<file path="src/rtl/mem_op_sequencer_pkg.sv">
// ---------------------------------------------------------------------------
// mem_op_sequencer_pkg
// Shared definitions for the memory-operation sequencer and the memory-side
// models that track it: operation encodings, the sequencer state enum, the
// sequence-length constants and the seq_len() helper that turns an operation
// and an effective core count into the memory FSM's active-state count.
// ---------------------------------------------------------------------------
package mem_op_sequencer_pkg;

  typedef enum logic [1:0] {
    OP_NOP   = 2'b00,
    OP_COMM  = 2'b01,
    OP_DIFF  = 2'b10,
    OP_STORE = 2'b11
  } op_e;

  typedef enum logic [2:0] {
    GUARD = 3'd0,
    IDLE  = 3'd1,
    ISSUE = 3'd2,
    WAIT  = 3'd3,
    DONE  = 3'd4
  } state_e;

  localparam int COMM_LEN      = 3;
  localparam int DIFF_PER_CORE = 3;
  localparam int MAX_CORES     = 4;

  // Number of active memory-FSM states for an operation; n is 1..4.
  // A nop has no memory-side sequence, so its length is zero.
  function automatic logic [3:0] seq_len(input op_e op, input logic [2:0] n);
    logic [3:0] len;
    case (op)
      OP_COMM:  len = 4'(COMM_LEN);
      OP_DIFF:  len = 4'(DIFF_PER_CORE * int'(n));
      OP_STORE: len = {1'b0, n};
      default:  len = 4'd0;
    endcase
    return len;
  endfunction

endpackage

</file>
<file path="src/rtl/mem_op_sequencer.sv">
// ---------------------------------------------------------------------------
// mem_op_sequencer
// Accepts one memory-operation request at a time, presents it to the memory
// FSM on memory_state for exactly one cycle, then shadows the memory FSM's
// fixed-length sequence so the control unit can stall on mem_busy and resume
// on mem_done. After reset it holds busy for GUARD_CYCLES cycles so a memory
// FSM that was mid-sequence (it has no reset) can drain first.
//
// Ports
//   clk          : clock, rising edge
//   rst          : asynchronous active-high reset
//   req          : request level, held until req_ack
//   op           : operation code (01 comm, 10 diff, 11 store, 00 nop)
//   NoC          : number of active cores, sampled at acceptance
//   memory_state : op code to the memory FSM, non-zero one cycle per op
//   req_ack      : one-cycle pulse when a request is taken
//   mem_busy     : high whenever the sequencer is not IDLE
//   mem_done     : one-cycle pulse, memory FSM back in fetch
// ---------------------------------------------------------------------------
module mem_op_sequencer
  import mem_op_sequencer_pkg::*;
#(
  parameter int GUARD_CYCLES = 12,
  parameter int NOC_W        = 16
) (
  input  logic             clk,
  input  logic             rst,
  input  logic             req,
  input  logic [1:0]       op,
  input  logic [NOC_W-1:0] NoC,
  output logic [1:0]       memory_state,
  output logic             req_ack,
  output logic             mem_busy,
  output logic             mem_done
);

  localparam logic [3:0] GUARD_LOAD = 4'(GUARD_CYCLES - 1);

  state_e     state;
  state_e     next_state;
  logic [3:0] count;
  logic [3:0] next_count;
  op_e        op_lat;
  logic [2:0] n_lat;
  logic [2:0] n_eff;
  logic       accept;

  logic [1:0] memory_state_nx;
  logic       req_ack_nx;
  logic       mem_busy_nx;
  logic       mem_done_nx;

  assign accept = (state == IDLE) && req;

  // Effective core count: 1..3 pass through, everything else counts as 4.
  always_comb begin
    if ((NoC == NOC_W'(1)) || (NoC == NOC_W'(2)) || (NoC == NOC_W'(3))) begin
      n_eff = {1'b0, NoC[1:0]};
    end else begin
      n_eff = 3'(MAX_CORES);
    end
  end

  // State register, sequence counter and the operation latched at acceptance.
  always_ff @(posedge clk or posedge rst) begin
    if (rst) begin
      state  <= GUARD;
      count  <= GUARD_LOAD;
      op_lat <= OP_NOP;
      n_lat  <= 3'(MAX_CORES);
    end else begin
      state <= next_state;
      count <= next_count;
      if (accept) begin
        op_lat <= op_e'(op);
        n_lat  <= n_eff;
      end
    end
  end

  // Next-state and counter logic. The counter is loaded with L-1 in ISSUE so
  // that WAIT lasts exactly L cycles, in lock-step with the memory FSM.
  always_comb begin
    next_state = state;
    next_count = count;
    case (state)
      GUARD: begin
        if (count == 4'd0) begin
          next_state = IDLE;
        end else begin
          next_count = count - 4'd1;
        end
      end
      IDLE: begin
        if (req) begin
          next_state = ISSUE;
        end else begin
          next_state = IDLE;
        end
      end
      ISSUE: begin
        if (op_lat == OP_NOP) begin
          next_state = DONE;
        end else begin
          next_state = WAIT;
          next_count = seq_len(op_lat, n_lat) - 4'd1;
        end
      end
      WAIT: begin
        if (count == 4'd0) begin
          next_state = DONE;
        end else begin
          next_count = count - 4'd1;
        end
      end
      DONE: begin
        next_state = IDLE;
      end
      default: begin
        // Unreachable encoding: fall back to a full guard period.
        next_state = GUARD;
        next_count = GUARD_LOAD;
      end
    endcase
  end

  // Output decode from the next state. ISSUE is only ever entered from IDLE
  // on acceptance, so the op being latched this edge is the live op input.
  always_comb begin
    memory_state_nx = 2'b00;
    req_ack_nx      = 1'b0;
    mem_done_nx     = 1'b0;
    mem_busy_nx     = 1'b1;
    case (next_state)
      ISSUE: begin
        memory_state_nx = op;
        req_ack_nx      = 1'b1;
      end
      DONE: begin
        mem_done_nx = 1'b1;
      end
      IDLE: begin
        mem_busy_nx = 1'b0;
      end
      default: begin
        mem_busy_nx = 1'b1;
      end
    endcase
  end

  // Output registers.
  always_ff @(posedge clk or posedge rst) begin
    if (rst) begin
      memory_state <= 2'b00;
      req_ack      <= 1'b0;
      mem_busy     <= 1'b1;
      mem_done     <= 1'b0;
    end else begin
      memory_state <= memory_state_nx;
      req_ack      <= req_ack_nx;
      mem_busy     <= mem_busy_nx;
      mem_done     <= mem_done_nx;
    end
  end

endmodule

</file>
<file path="config.mk">
export PLATFORM = sky130hd
export DESIGN_NAME = mem_op_sequencer
export DESIGN_NICKNAME = d
export VERILOG_FILES = /design/src/rtl/mem_op_sequencer_pkg.sv /design/src/rtl/mem_op_sequencer.sv
export SDC_FILE = /design/constraint.sdc
export NUM_CORES = 1
export LEC_CHECK = 0
export ABC_AREA = 1
export CAP_MARGIN = 20
export CORE_MARGIN = 3
export CORE_UTILIZATION = 30
export CTS_CLUSTER_SIZE = 12
export DETAILED_ROUTE_END_ITERATION = 6
export DONT_BUFFER_PORTS = 1
export PLACE_DENSITY = 0.44
export SYNTH_ARGS = -nofsm -noshare
export SYNTH_HDL_FRONTEND = slang
export SYNTH_SLANG_ARGS = --single-unit
</file>
<file path="constraint.sdc">
create_clock -name clk -period 1.84 [get_ports clk]
set_clock_uncertainty 0.1 [all_clocks]
set_input_delay 0.276 -clock clk [delete_from_list [all_inputs] [get_ports clk]]
set_output_delay 0.276 -clock clk [all_outputs]
set_load 0.02 [all_outputs]
</file>
# Yosys cells after proc, flatten, opt, wreduce, memory -nomap -nowiden
# Index checks and enable logic that the tools add are counted.
[op_classes] addsub=2 multipliers=1 div=0 order_cmp=0 eq_ne=15 shifts=0 n_mux=16 bitwise_logic=1 reduce_logical=9
[op_table] op="16-bit by 2-bit == test with 1-bit output (second input constant)" n=2
[op_table] op="4-bit case mux with 3 select lines" n=2
[op_table] op="16-bit by 1-bit == test with 1-bit output (second input constant)" n=1
[op_table] op="4-bit 2-to-1 mux" n=4
[op_table] op="3-bit case mux with 5 select lines" n=1
[op_table] op="3-bit 2-to-1 mux" n=4
[op_table] op="3-bit by 2-bit == test with 1-bit output (second input constant)" n=3
[op_table] op="4-bit by 1-bit subtractor with 4-bit output (second input constant)" n=2
[op_table] op="3-bit by 1-bit == test with 1-bit output (second input constant)" n=2
[op_table] op="3-bit == test (second input constant)" n=2
[op_table] op="2-bit == test (second input constant)" n=2
[op_table] op="4-bit zero test" n=1
[op_table] op="2-bit by 3-bit multiplier with 4-bit output (first input constant)" n=1
[op_table] op="2-bit 2-to-1 mux" n=2
[op_table] op="2-bit != test (second input constant)" n=2
[op_table] op="2-bit OR reduction" n=2
[op_table] op="3-bit zero test" n=1
[op_table] op="1-bit 2-to-1 mux" n=3
[op_table] op="3-bit AND reduction" n=1
[op_table] op="2-bit by 1-bit == test with 1-bit output (second input constant)" n=1
[op_table] op="2-bit zero test" n=1
[op_table] op="1-bit logical OR" n=2
[op_table] op="1-bit logical AND" n=1
[op_table] op="1-bit inverter" n=1
[totals] register_bits=17 latchBits=0 mem_bits_rw=0 rom_bits=0 input_bits=21 out_inout_bits=5 mem_count=0

# Depth between registers and ports, before layout
[logic_depth] word_depth=7 depth_mapped=11 depth_no_buf=11

# Least setup slack after synthesis
# No wires, ideal clock.
[synth_timing] path_type="reg2reg" from="register n_lat[1]" to="register count[3]" t_arrival_ns=1.637 slack_ns=0.031 stages_incl_launch_ff=12 path_buffers=0 path_cell_list="dfrtp_1 > ha_1 > fa_1 > or2_2 > nand3_1 > nand2_1 > o21ai_2 > inv_1 > nand2_1 > nand3_1 > nand2_1 > inv_1"
[synth_between] elab_chain_len=7
[synth_lines] element="start: declaration" line="mem_op_sequencer.sv:44" rtl="logic [2:0] n_lat;"
[synth_lines] element="start signal: assignment" line="mem_op_sequencer.sv:70" rtl="n_lat <= 3'(MAX_CORES);"
[synth_lines] element="start signal: assignment" line="mem_op_sequencer.sv:76" rtl="n_lat <= n_eff;"
[synth_lines] element="2-bit by 3-bit multiplier with 4-bit output" line="mem_op_sequencer_pkg.sv:35" rtl="OP_DIFF: len = 4'(DIFF_PER_CORE * int'(n));"
[synth_lines] element="4-bit case mux with 3 select lines (*)" line="mem_op_sequencer_pkg.sv:33" rtl="case (op)"
[synth_lines] element="4-bit 2-to-1 mux (*)" line="mem_op_sequencer.sv:102" rtl="if (op_lat == OP_NOP) begin"
[synth_lines] element="4-bit 2-to-1 mux (*)" line="mem_op_sequencer.sv:86" rtl="case (state)"
[synth_lines] element="4-bit by 1-bit subtractor with 4-bit output (*)" line="mem_op_sequencer.sv:106" rtl="next_count = seq_len(op_lat, n_lat) - 4'd1;"
[synth_lines] element="4-bit 2-to-1 mux (*)" line="mem_op_sequencer.sv:102"
[synth_lines] element="4-bit case mux with 3 select lines (*)" line="mem_op_sequencer.sv:86"
[synth_lines] element="end signal: assignment" line="mem_op_sequencer.sv:73" rtl="count <= next_count;"
[synth_lines] element="end: declaration" line="mem_op_sequencer.sv:41" rtl="logic [3:0] count;"
# Every way passes the cells marked *; elsewhere a longest branch is shown, timed or not. The select of a mux whose other input is x is not followed.
# A chain may end at the register's enable or synchronous reset.

# Worst setup path in the final report
# Ends and elaborated chain as after synthesis.

==> flow_summary.toml <==
[routing]
postRouteAntennaNets = 0
drt-wirelength-per-cell_um = 11.6
drt_iter0_markers = 35
vias_per_cell = 4.72
drt_wl_total_mm = 2.01
post-route-drc-count = 0
drt_pass1_iterations = 4
via_count = 817

[sta]
tightest_slew_ps = 644
period_minus_slack_ps = 1780
setup_ws_ps = 57.5
whs_ps = 15.4
drv_slew = 0
period_share_pct = 96.9
finalHoldViolations = 0
fmax_mhz = 561
rsz0062_at_grt = "true"
slew_headroom_pct = 57.0
finalSetupViolations = 0

[worst_setup_path]
r2r_setup_slack_ps = 60
critPathLaunchType = "register"
crit_top_cell = "nand2_1"
cp_slowest_cell = "dfrtp_1"
rr_worst_depth = 11
endpoint_kind = "register"
r2r_start = "n_lat[1]"
critPathKind = "reg2reg"
rr_endpoint = "count[3]"
crit_arrival_ps = 1920
crit_start = "n_lat[1]"
critPathMaxStageDelay_ps = 400
crit_chain = "buf_4, fa_2, or2_4, nand3_2, nand2_1, o21ai_2, inv_1, nand2_1, nand3_1, nand2_1, inv_1"
crit_fanout = 2
cp-endpoint = "count[3]"
crit_required_ps = 1980

[final_layout]
drive_above_1_share_pct = 25.6
fin_nets = 154
final_common_cell = "nand2_1"
final_area_um2 = 1160
syn_to_final_growth_pct = 17.8
most-common-layout-cells = "23 x nand2_1, 20 x inv_1, 12 x dfrtp_1"
n_antenna_cell = 0
stdcell_count = 173

[clock_tree]
clk_latency_ps = 290
cts_buffer_depth = 2
cts_tree = "built"
cts_sinks = 17
cts_buffers = 3
path_clk_slew_ps = 110
cts_max_level = 1
clock-root-buffer = "clkbuf_4"

[logic_synthesis]
synth_compound_area_share_pct = 11.8
synth_simple_gate_area_share_pct = 30.0
synth_mux_area_share_pct = 0
synth_top_family_by_area = "simple AND/OR/NAND/NOR gates"
synth.avg_cell_area_um2 = 8.33
synth_xor_area_share_pct = 0.891
syn_nets = 142
yosysSeqAreaShare_pct = 43.9
synth_cell_types = 26
synth_fa_ha_area_share_pct = 4.58
ys_seq_elements = 17
netlist_area_um2 = 983
synth_cells = 118
yosysWarnings = 0

[global_routing]
grt_pass1_vias = 780
antenna_found_initial = 0
track_usage_pct = 11.0
grt_first_pass_wirelength_mm = 3.49
grt_max_degree = 18
overflow = 0

[flow_run]
drv_cap = 0

[place]
dp_cells = 164
place_ws_ps = -55.6
dp_hpwl_mm = 1.54
globalplace.congestion = 0.741
place_area_um2 = 1050
portBuffers = 0

[die]
pin_count = 26
dieHeight_um = 63.3
row_count = 20
die_area_um2 = 4000
fp.coreArea_um2 = 3080
die_w_um = 63.3
initial_utilization_pct = 32.0

[pwr]
p_per_area_nw_per_um2 = 1680
ir_worst_vdd_mv = 0.618
power_leakage_uw = 0.000551

[outcome]
status = "completed"

[hold_path]
hold_path.class = "in2reg"
-- metal layers --
layer	GRT usage [%]	wire length (um)
met3	4.46	134
met4	2.43	14
met2	17.7	944
met5	0	0
met1	13.8	912
-- final cells by class --
type | instances | area, um2
Fill cell | 322 | 1920
Clock inverter | 1 | 7.51
Timing Repair Buffer | 7 | 62.6
Sequential cell | 17 | 432
Clock buffer | 3 | 22.5
Multi-Input combinational cell | 78 | 493
Tap cell | 44 | 55.1
Inverter | 23 | 86.3
-- cell families after synthesis --
group / after synthesis
simple gates: 59
buf+inv: 23
flops: 17
compound gates: 15
fa+ha+maj: 3
xor+xnor: 1
-- worst max-delay path, delay by kind of cell, from the launching register on --
family,cells,cell delay [ps]
adders and majority gates,1,380
and+or+nand+nor,6,540
buffers and inverters,3,240
DFF,1,400
AOI/OAI and AO/OA,1,70
-- report_power, final --
part           switching [uW]  internal, uW  leakage (uW)
combinational             675           404      0.000325
sequential                129           528      0.000212
clock                     125          82.7     0.0000139
-- cells in the mapped netlist --
master / number / area [um2]
dfrtp_1: 12 / 300
dfstp_2: 5 / 131
a22oi_1: 1 / 7.51
nor2_2: 3 / 18.8
o21ai_4: 1 / 16.3
ha_1: 2 / 25.0
o21ai_2: 3 / 26.3
a21oi_1: 1 / 5.00
inv_1: 20 / 75.1
nand2_2: 1 / 6.26
o21ai_0: 1 / 5.00
inv_2: 3 / 11.3
nand4_1: 6 / 37.5
nand3_1: 9 / 45.0
nand3_2: 2 / 20.0
o22ai_1: 4 / 25.0
nor4_1: 3 / 18.8
fa_1: 1 / 20.0
xnor2_1: 1 / 8.76
or2_2: 1 / 6.26
o21bai_1: 2 / 15.0
nand2_1: 24 / 90.1
o21a_1: 1 / 7.51
nor2_1: 8 / 30.0
o2111ai_1: 1 / 8.76
nand2_4: 2 / 22.5
-- how the worst min path moves through the flow --
stage	startpoint	end	slack [ps]	cells past startpoint
after floorplan	rst	count[2]	100	1
after global placement	rst	memory_state[0]	190	1
after detailed placement	rst	memory_state[1]	200	1
after CTS	NoC[1]	n_lat[1]	4	2
after global routing	NoC[1]	n_lat[1]	5	2
final	NoC[1]	n_lat[1]	20	2
-- per-stage QoR --
step / TNS [ps] / power, uW / utilization, %
2_1_floorplan: 0 / 1500 / -
3_3_place_gp: -30.1 / 1680 / 34.2
3_5_place_dp: -55.6 / 1670 / 34.2
4_1_cts: 0 / 1910 / 36.9
5_1_grt: -84.3 / 2150 / 37.6
6_report: 0 / 1940 / 37.6
-- registers in the layout, summed over array words and instances, names as in the netlist --
| register | cells |
|---|---|
| n_lat | 3 |
| op_lat | 2 |
| count | 4 |
| mem_done | 1 |
| req_ack | 1 |
| mem_busy | 1 |
| state | 3 |
| memory_state | 2 |
-- what timing repair did --
action / 4_1_cts / 5_1_grt
setup buffers: 0 / 1
hold endpoints to repair: 15 / 0
resized for setup: 4 / 3
endpoints found under the setup margin: 1 / 2
gates cloned: 0 / 0
hold buffers: 4 / 0
pin swaps: 0 / 5
Note: power is estimated with default switching activity, not from simulation.
